### src/rtl/writeback_if.sv
// Register-file port driven by the writeback stage: one write port plus the two
// decode read ports, whose data returns into the writeback stage for forwarding.
interface writeback_if #(
    parameter int XLEN = 32
);
    // write_enable is a strobe with no ready: the register file commits
    // write_data to write_reg on every rising edge where write_enable is high.
    logic            write_enable;
    logic [4:0]      write_reg;
    logic [XLEN-1:0] write_data;
    logic [4:0]      read_reg1;
    logic [4:0]      read_reg2;
    logic [XLEN-1:0] rf_read_data1;
    logic [XLEN-1:0] rf_read_data2;

    modport master (
        output write_enable,
        output write_reg,
        output write_data,
        output read_reg1,
        output read_reg2,
        input  rf_read_data1,
        input  rf_read_data2
    );

    modport slave (
        input  write_enable,
        input  write_reg,
        input  write_data,
        input  read_reg1,
        input  read_reg2,
        output rf_read_data1,
        output rf_read_data2
    );
endinterface

### src/rtl/writeback_unit.sv
// Writeback stage: WB pipeline register, load extraction, register-file write
// port, write-through forwarding onto the decode read ports, retire counter.
module writeback_unit #(
    parameter int XLEN = 32
) (
    input  logic            clk,
    input  logic            reset,
    input  logic            stall,
    input  logic            flush,
    input  logic            mem_valid,
    input  logic            mem_reg_write,
    input  logic [4:0]      mem_rd,
    input  logic [1:0]      mem_wb_sel,
    input  logic [2:0]      mem_funct3,
    input  logic [XLEN-1:0] mem_alu_result,
    input  logic [XLEN-1:0] mem_load_data,
    input  logic [XLEN-1:0] mem_pc_plus4,
    input  logic [4:0]      rs1_addr,
    input  logic [4:0]      rs2_addr,
    output logic [XLEN-1:0] rs1_data,
    output logic [XLEN-1:0] rs2_data,
    output logic [XLEN-1:0] retired_count,
    writeback_if.master     rf
);

    logic            wb_valid;
    logic            wb_reg_write;
    logic [4:0]      wb_rd;
    logic [XLEN-1:0] wb_result;
    logic [XLEN-1:0] retired_q;

    logic [7:0]      ld_byte;
    logic [15:0]     ld_half;
    logic [XLEN-1:0] load_value;
    logic [XLEN-1:0] next_result;
    logic            write_enable;
    logic            retire;

    // Byte lane picked by the low address bits; halfword by bit 1 only.
    always_comb begin
        ld_byte = mem_load_data[7:0];
        case (mem_alu_result[1:0])
            2'd0: ld_byte = mem_load_data[7:0];
            2'd1: ld_byte = mem_load_data[15:8];
            2'd2: ld_byte = mem_load_data[23:16];
            2'd3: ld_byte = mem_load_data[31:24];
            default: ld_byte = mem_load_data[7:0];
        endcase
        ld_half = mem_alu_result[1] ? mem_load_data[31:16] : mem_load_data[15:0];
    end

    always_comb begin
        load_value = mem_load_data;
        case (mem_funct3)
            3'b000:  load_value = {{24{ld_byte[7]}}, ld_byte};
            3'b100:  load_value = {24'd0, ld_byte};
            3'b001:  load_value = {{16{ld_half[15]}}, ld_half};
            3'b101:  load_value = {16'd0, ld_half};
            default: load_value = mem_load_data;
        endcase
    end

    always_comb begin
        next_result = mem_alu_result;
        case (mem_wb_sel)
            2'b01:   next_result = load_value;
            2'b10:   next_result = mem_pc_plus4;
            default: next_result = mem_alu_result;
        endcase
    end

    // Flush only drops the valid bit; the payload fields simply hold.
    always_ff @(posedge clk or negedge reset) begin
        if (!reset) begin
            wb_valid     <= 1'b0;
            wb_reg_write <= 1'b0;
            wb_rd        <= 5'd0;
            wb_result    <= '0;
        end else if (flush) begin
            wb_valid     <= 1'b0;
        end else if (!stall) begin
            wb_valid     <= mem_valid;
            wb_reg_write <= mem_reg_write;
            wb_rd        <= mem_rd;
            wb_result    <= next_result;
        end
    end

    assign retire = wb_valid & ~stall & ~flush;

    always_ff @(posedge clk or negedge reset) begin
        if (!reset) begin
            retired_q <= '0;
        end else if (retire) begin
            retired_q <= retired_q + 1'b1;
        end
    end

    assign retired_count = retired_q;

    // Stall does not gate the strobe: a held write just rewrites the same value.
    assign write_enable    = wb_valid & wb_reg_write & (wb_rd != 5'd0);
    assign rf.write_enable = write_enable;
    assign rf.write_reg    = wb_rd;
    assign rf.write_data   = wb_result;
    assign rf.read_reg1    = rs1_addr;
    assign rf.read_reg2    = rs2_addr;

    // Forward the in-flight write during the cycle before the file commits it.
    always_comb begin
        rs1_data = rf.rf_read_data1;
        if (rs1_addr == 5'd0) begin
            rs1_data = '0;
        end else if (write_enable && (wb_rd == rs1_addr)) begin
            rs1_data = wb_result;
        end
    end

    always_comb begin
        rs2_data = rf.rf_read_data2;
        if (rs2_addr == 5'd0) begin
            rs2_data = '0;
        end else if (write_enable && (wb_rd == rs2_addr)) begin
            rs2_data = wb_result;
        end
    end

endmodule

### src/flat_wrapper.sv
// flat-port wrapper written by rule: the top's interface ports become plain ports
module writeback_unit_flat 
#(
    parameter int XLEN = 32
)
  (clk, reset, stall, flush, mem_valid, mem_reg_write, mem_rd, mem_wb_sel, mem_funct3, mem_alu_result, mem_load_data, mem_pc_plus4, rs1_addr, rs2_addr, rs1_data, rs2_data, retired_count, rf_write_enable, rf_write_reg, rf_write_data, rf_read_reg1, rf_read_reg2, rf_rf_read_data1, rf_rf_read_data2);
  writeback_if #(.XLEN(XLEN)) rf_i ();
  input  logic clk;
  input  logic reset;
  input  logic stall;
  input  logic flush;
  input  logic mem_valid;
  input  logic mem_reg_write;
  input  logic [4:0] mem_rd;
  input  logic [1:0] mem_wb_sel;
  input  logic [2:0] mem_funct3;
  input  logic [XLEN-1:0] mem_alu_result;
  input  logic [XLEN-1:0] mem_load_data;
  input  logic [XLEN-1:0] mem_pc_plus4;
  input  logic [4:0] rs1_addr;
  input  logic [4:0] rs2_addr;
  output logic [XLEN-1:0] rs1_data;
  output logic [XLEN-1:0] rs2_data;
  output logic [XLEN-1:0] retired_count;
  output wire logic [$bits(rf_i.write_enable)-1:0] rf_write_enable;
  output wire logic [$bits(rf_i.write_reg)-1:0] rf_write_reg;
  output wire logic [$bits(rf_i.write_data)-1:0] rf_write_data;
  output wire logic [$bits(rf_i.read_reg1)-1:0] rf_read_reg1;
  output wire logic [$bits(rf_i.read_reg2)-1:0] rf_read_reg2;
  input wire logic [$bits(rf_i.rf_read_data1)-1:0] rf_rf_read_data1;
  input wire logic [$bits(rf_i.rf_read_data2)-1:0] rf_rf_read_data2;
  assign rf_write_enable = rf_i.write_enable;
  assign rf_write_reg = rf_i.write_reg;
  assign rf_write_data = rf_i.write_data;
  assign rf_read_reg1 = rf_i.read_reg1;
  assign rf_read_reg2 = rf_i.read_reg2;
  assign rf_i.rf_read_data1 = rf_rf_read_data1;
  assign rf_i.rf_read_data2 = rf_rf_read_data2;
  writeback_unit #(.XLEN(XLEN)) u_core (.clk(clk), .reset(reset), .stall(stall), .flush(flush), .mem_valid(mem_valid), .mem_reg_write(mem_reg_write), .mem_rd(mem_rd), .mem_wb_sel(mem_wb_sel), .mem_funct3(mem_funct3), .mem_alu_result(mem_alu_result), .mem_load_data(mem_load_data), .mem_pc_plus4(mem_pc_plus4), .rs1_addr(rs1_addr), .rs2_addr(rs2_addr), .rs1_data(rs1_data), .rs2_data(rs2_data), .retired_count(retired_count), .rf(rf_i));
endmodule
### config.mk
export PLATFORM = sky130hd
export DESIGN_NAME = writeback_unit_flat
export DESIGN_NICKNAME = d
export VERILOG_FILES = /design/src/rtl/writeback_if.sv /design/src/rtl/writeback_unit.sv /design/src/flat_wrapper.sv
export SDC_FILE = /design/constraint.sdc
export NUM_CORES = 1
export LEC_CHECK = 0
export ABC_AREA = 1
export CAP_MARGIN = 20
export CORE_AREA = 5 5 133 135
export DETAILED_ROUTE_END_ITERATION = 8
export DIE_AREA = 0 0 138 140
export PLACE_DENSITY = 0.78
export SLEW_MARGIN = 20
export SYNTH_ARGS = -nofsm -noshare
export SYNTH_HDL_FRONTEND = slang
export SYNTH_SLANG_ARGS = --single-unit
### constraint.sdc
create_clock -name clk -period 1.8 [get_ports clk]
set_clock_uncertainty 0.05 [all_clocks]
set_input_delay 0.18 -clock clk [delete_from_list [all_inputs] [get_ports clk]]
set_output_delay 0.18 -clock clk [all_outputs]
set_load 0.05 [all_outputs]
==> results of run 1 <==
==> critical path, stage by stage, from the launching register on <==
cell     delay [ns]
dfrtp_2        0.45
xnor2_1        0.23
nand3_2        0.12
nor2_4         0.14
buf_12         0.14
buf_6          0.17
nand3_1        0.11
nand2_1        0.15
nor2_4         0.06
buf_12         0.15
==> cells in the final DEF (no fill, tap or decap), types with 48 or more instances in the layout <==
cell and n:
a21oi_1 94, a21oi_2 48, buf_12 91, buf_4 115
clkdlybuf4s50_1 185, dfrtp_1 66, inv_1 102, nand2_1 409
nand3_1 92, nor2_1 93, nor2_4 70
==> layer usage <==
metal / part of all wire [%] / up-vias
li1: - / 4347
met1: 38 / 4423
met2: 48 / 501
met3: 8.5 / 129
met4: 5.2 / 4
met5: 0.073 / -
==> through the flow <==
step                hold slack [ns]  std cells  util (%)
floorplan                    -0.166       1163         -
global placement              0.113       1704      70.4
detailed placement            0.123       1704      70.4
CTS                           0.308       1721      72.6
global route                  0.348       1742      76.2
finish                        0.276       1742      76.2
==> cell type report <==
type                            instances  share of cell area, %
Sequential cell                        71                   14.3
Clock inverter                          6                  0.542
Multi-Input combinational cell        912                   39.0
Clock buffer                           10                   1.92
Tap cell                              220                   2.21
Inverter                              109                   3.32
Antenna cell                            5                  0.100
Timing Repair Buffer                  409                   38.6
==> cell usage after synthesis, drive strengths merged <==
cell | n | area [µm²]
a211oi | 1 | 7.51
a21oi | 145 | 737
buf | 42 | 327
clkbuf | 29 | 110
clkinv | 1 | 8.76
dfrtp | 71 | 1780
ha | 3 | 37.5
inv | 108 | 405
nand2 | 439 | 1670
nand3 | 100 | 513
nand3b | 18 | 135
nand4 | 6 | 37.5
nor2 | 165 | 659
nor3 | 4 | 25.0
o21ai | 9 | 45.0
or2 | 1 | 6.26
xnor2 | 6 | 52.6
xor2 | 15 | 131
==> cells by family after synthesis <==
family	Yosys count	share of synthesized area (%)
AOI/OAI and AO/OA	155	11.8
xor gates and xnor gates	21	2.75
adders and majority gates	3	0.562
buffers and inverters	180	12.7
DFF	71	26.6
and+or+nand+nor	733	45.6
==> power breakdown <==
| group | switching (W) | leakage [nW] | total (W) | internal, W |
|---|---|---|---|---|
| Combinational | 0.00236 | 5.00 | 0.00391 | 0.00155 |
| Clock | 0.000757 | 0.145 | 0.00187 | 0.00112 |
| Sequential | 0.000259 | 0.912 | 0.00204 | 0.00178 |
| Total | 0.00337 | 6.06 | 0.00783 | 0.00445 |
==> timing repair <==
item	CTS	global route
hold buffers	1	0
hold endpoints to repair	31	0
buffers inserted	0	6
cloned	0	10
resized for setup	21	85
endpoints found under the setup margin	68	66
pin swaps	0	11
==> worst paths after layout <==
kind                                                           from                                  end  slack [ns]  depth (start not counted)
min in group clk                                      mem_reg_write      u_core.wb_reg_write$_DFFE_PN0P_        0.35                          3
worst max-delay path             u_core.rf.write_reg[3]$_DFFE_PN0P_                         rs1_data[27]       -0.49                          9
max in group asynchronous                                     reset   u_core.rf.write_reg[4]$_DFFE_PN0P_        0.79                          3
worst max register to register  u_core.retired_count[0]$_DFFE_PN0P_  u_core.retired_count[8]$_DFFE_PN0P_        0.19                          6
worst min register to register      u_core.wb_reg_write$_DFFE_PN0P_      u_core.wb_reg_write$_DFFE_PN0P_        0.43                          2
worst min-delay path                                          reset  u_core.rf.write_data[5]$_DFFE_PN0P_        0.28                          2
==> results_dict.tcl, run 1 <==
set metrics [dict create \
    cts.sinks 71 \
    grt_pass1_wl_mm 48.1 \
    yosys_warnings 0 \
    cts-root-buf "clkbuf_16" \
    grt_usage_pct 31.0 \
    area_growth_pct 86.5 \
    start_util_pct 40.9 \
    num_rows 47 \
    wirelength_mm 34.1 \
    seqCellArea_um2 1780 \
    worst-path-max-fanout 11 \
    violations "setup timing" \
    drive_gt1_share_pct 27.1 \
    startpoint_type "register" \
    fp.dieArea_um2 19300 \
    hp-class "in2async" \
    place_hpwl_mm 25.0 \
    syn-mean-instance-area_um2 5.75 \
    cp.required_ns 1.57 \
    cap_violations 0 \
    ir_drop_uv 953 \
    gp_congestion 0.985 \
    p_leak_nw 6.06 \
    setup_viol 64 \
    fill_cells 1217 \
    fin_area_um2 12500 \
    use_met2_pct 52.6 \
    finalMaxSlewViolations 0 \
    clkSlewWorstSetupHoldPaths_ns 0.06 \
    post-route-period-util_pct 127 \
    fin_ws_ns -0.494 \
    clk_latency_ns 0.34 \
    final_nets 1701 \
    route.detailed.drc 0 \
    cts_buffers 9 \
    hold_viol 0 \
    drtAntennaViolNets 0 \
    p_total_w 0.00783 \
    setup_tns_ns -25.88 \
    tightestPinTransition_ns 0.650 \
    core_um2 16300 \
    arrival_ns 2.06 \
    synth-seq-cells 71 \
    drt-pass1-iter-count 9 \
    top_usage_layer "met2" \
    io_pins 330 \
    wl_per_cell_um 19.5 \
    tritoncts "yes" \
    htree_levels 3 \
    cp-end-kind "primary output" \
    die_x_um 138 \
    drt_iter0_markers 704 \
    antenna_found_initial 6 \
    met3_usage_pct 7.57 \
    postPlaceCellArea_um2 11500 \
    grt_use_met1_pct 38.3 \
    crit_type "reg2out" \
    fmax_ghz 0.436 \
    viasPerCell 5.40 \
    grt_max_degree 49 \
    syn_area_um2 6680 \
    vias 9404 \
    period_needed_ns 2.29 \
    ys_seq_area_share_pct 26.6 \
    relSlewSlack_pct 56.7 \
    yosysUniqueCellTypes 30 \
    die_h_um 140 \
    numPortBuffers 329 \
    grt_setup_unrepaired "true" \
    pre_cts_slack_ns -0.234 \
    outcome "complete, but fails checks" \
    p_per_area_nw_per_um2 628 \
    multi_input_area_um2 4860 \
    syn_inst 1163 \
    first_global_vias 8608 \
    syn-num-nets 1352 \
    gr-total-overflow 0 \
    clock_path_buffers 2 \
]
(Power assumes the default switching activity.)
==> run 2: changes to the inputs <==
CORE_AREA = 5 5 128 130   (was 5 5 133 135)
DIE_AREA = 0 0 133 135   (was 0 0 138 140)
PLACE_DENSITY = 0.83   (was 0.78)
SLEW_MARGIN = unset   (was 20)
clock period = 2.7 ns   (was 1.8 ns; I/O delays follow)
==> run 2 against run 1 <==
The flow finishes with violations (hold timing); sequential power decreased by 35%; wire length decreased by 14%; critical path depth unchanged; highest routed layer is now met4.
==> results_dict.tcl, run 2 (synthesis results as in run 1) <==
set metrics [dict create \
    outcome "complete, but fails checks" \
    violations "hold timing" \
    first_global_vias 8101 \
    htree_levels 3 \
    fin_worst_hold_slack_ns -0.000202 \
    die_x_um 133 \
    final_common_cell "nand2_1" \
    cts.sinks 71 \
    cts-root-buf "clkbuf_16" \
    fill_cells 1295 \
    drive_gt1_share_pct 7.91 \
    place_hpwl_mm 23.4 \
    drtAntennaViolNets 0 \
    cts_hold_buf 0 \
    crit_type "reg2out" \
    final_cell_mix "nand2_1, clkdlybuf4s50_1, nor2_1, a21oi_1, inv_1" \
    post-route-period-util_pct 92.4 \
    vias 8655 \
    fp.dieArea_um2 18000 \
    area_growth_pct 63.4 \
    postPlaceCellArea_um2 10600 \
    fin_area_um2 10900 \
    route.detailed.drc 0 \
    gp_congestion 1.00 \
    cp.required_ns 2.38 \
    num_rows 45 \
    grt_max_degree 72 \
    clkSlewWorstSetupHoldPaths_ns 0.06 \
    viasPerCell 5.27 \
    startpoint_type "register" \
    clock_path_buffers 2 \
    die_h_um 135 \
    combPwrFrac_pct 48.4 \
    reg2reg_from "u_core.retired_count[1]$_DFFE_PN0P_" \
    antenna_found_initial 0 \
    hold_viol 1 \
    tritoncts "yes" \
    clk_latency_ns 0.34 \
    p_leak_nw 5.40 \
    ir_drop_uv 593 \
    cts_buffers 9 \
    grt_pass1_wl_mm 45.1 \
    p_seq_share_pct 27.8 \
    seqCellArea_um2 1780 \
    wl_per_cell_um 17.9 \
    multi_input_area_um2 4060 \
    ctsResizeCount 0 \
    relSlewSlack_pct 37.0 \
    arrival_ns 2.18 \
    core_um2 15000 \
    gr-total-overflow 0 \
    grt_usage_pct 31.7 \
    finalMaxSlewViolations 0 \
    p_int_w 0.00274 \
    hp-class "in2async" \
    setup_viol 0 \
    p_per_area_nw_per_um2 438 \
    drt_iter0_markers 730 \
    wirelength_mm 29.4 \
    period_needed_ns 2.50 \
    final_nets 1638 \
    tightestPinTransition_ns 0.946 \
    path_delay_family "simple AND/OR/NAND/NOR gates" \
    fmax_ghz 0.401 \
    crit_slowest_cell "dfrtp_1" \
    numPortBuffers 329 \
    power.switching_w 0.00205 \
    worst-path-max-fanout 64 \
    swShare_pct 42.8 \
    drt-pass1-iter-count 5 \
    io_pins 330 \
    start_util_pct 44.5 \
    cp_cell_sequence "inv_1 -> nand2_1 -> nand2_1 -> nand3_1 -> nor2_4 -> buf_12 -> a21oi_1 -> nor2_1 -> buf_12" \
    max_stage_delay_ns 0.43 \
    grt_setup_unrepaired "false" \
    cap_violations 0 \
    cp-startpoint "u_core.rf.write_reg[0]$_DFFE_PN0P_" \
    postCtsSetupBuffers 0 \
    clkPwrFrac_pct 23.8 \
    worstPathBufferInverterCount 3 \
    diodes 0 \
    setup_tns_ns 0 \
    cp-end-kind "primary output" \
]
[run 2: cell types whose count changed in the layout (fill, tap and decap cells not counted), moves of 48 or more]
cell             before  now
clkdlybuf4s50_1     185  264
buf_4               115   11
a21oi_1              94  144
a21oi_2              48    0
nor2_4               70    6
nor2_1               93  159
[run 2: final timing paths]
kind / end / slack (ns) / depth (start not counted)
min in group clk: u_core.rf.write_reg[2]$_DFFE_PN0P_ / 0.42 / 3
worst max-delay path: rs2_data[15] / 0.20 / 9
max in group asynchronous: u_core.rf.write_data[26]$_DFFE_PN0P_ / 1.97 / 1
worst min register to register: u_core.wb_reg_write$_DFFE_PN0P_ / 0.43 / 2
worst max register to register: u_core.retired_count[8]$_DFFE_PN0P_ / 1.02 / 6
worst min-delay path: u_core.rf.write_data[4]$_DFFE_PN0P_ / -0.0002 / 1
[run 2: through the flow]
stage	cells	power [W]	setup WS [ns]	util [%]	hold slack (ns)
2_1_floorplan	1163	0.00261	0.246	-	-0.0756
3_3_place_gp	1626	0.00363	0.295	70.7	0.407
3_5_place_dp	1626	0.00365	0.266	70.7	0.416
4_1_cts	1642	0.00480	0.205	72.6	0.0635
5_1_grt	1642	0.00500	0.0896	72.6	0.0876
6_report	1642	0.00479	0.205	72.6	-0.000202
[run 2: final cells by class]
type	instances	area share, %
Timing Repair Buffer	346	38.0
Multi-Input combinational cell	912	37.2
Sequential cell	71	16.3
Inverter	109	3.79
Clock buffer	11	2.22
Tap cell	188	2.15
Clock inverter	5	0.367
[run 2: power by group through the flow]
| stage | registers [W] | logic [W] | clock network, W |
|---|---|---|---|
| finish | 0.00133 | 0.00232 | 0.00114 |
| global route | 0.00135 | 0.00245 | 0.00120 |
| CTS | 0.00133 | 0.00231 | 0.00116 |
| detailed placement | 0.00134 | 0.00230 | 0 |
| global placement | 0.00134 | 0.00229 | 0 |
| floorplan | 0.00172 | 0.000884 | 0 |
[run 2: metal layers]
layer	part of all wire (%)	global-route usage (%)	vias up
met2	50	55.5	402
met4	3.3	11.4	0
li1	-	-	4202
met1	39	38.2	4000
met5	0	0	-
met3	8.1	7.41	51
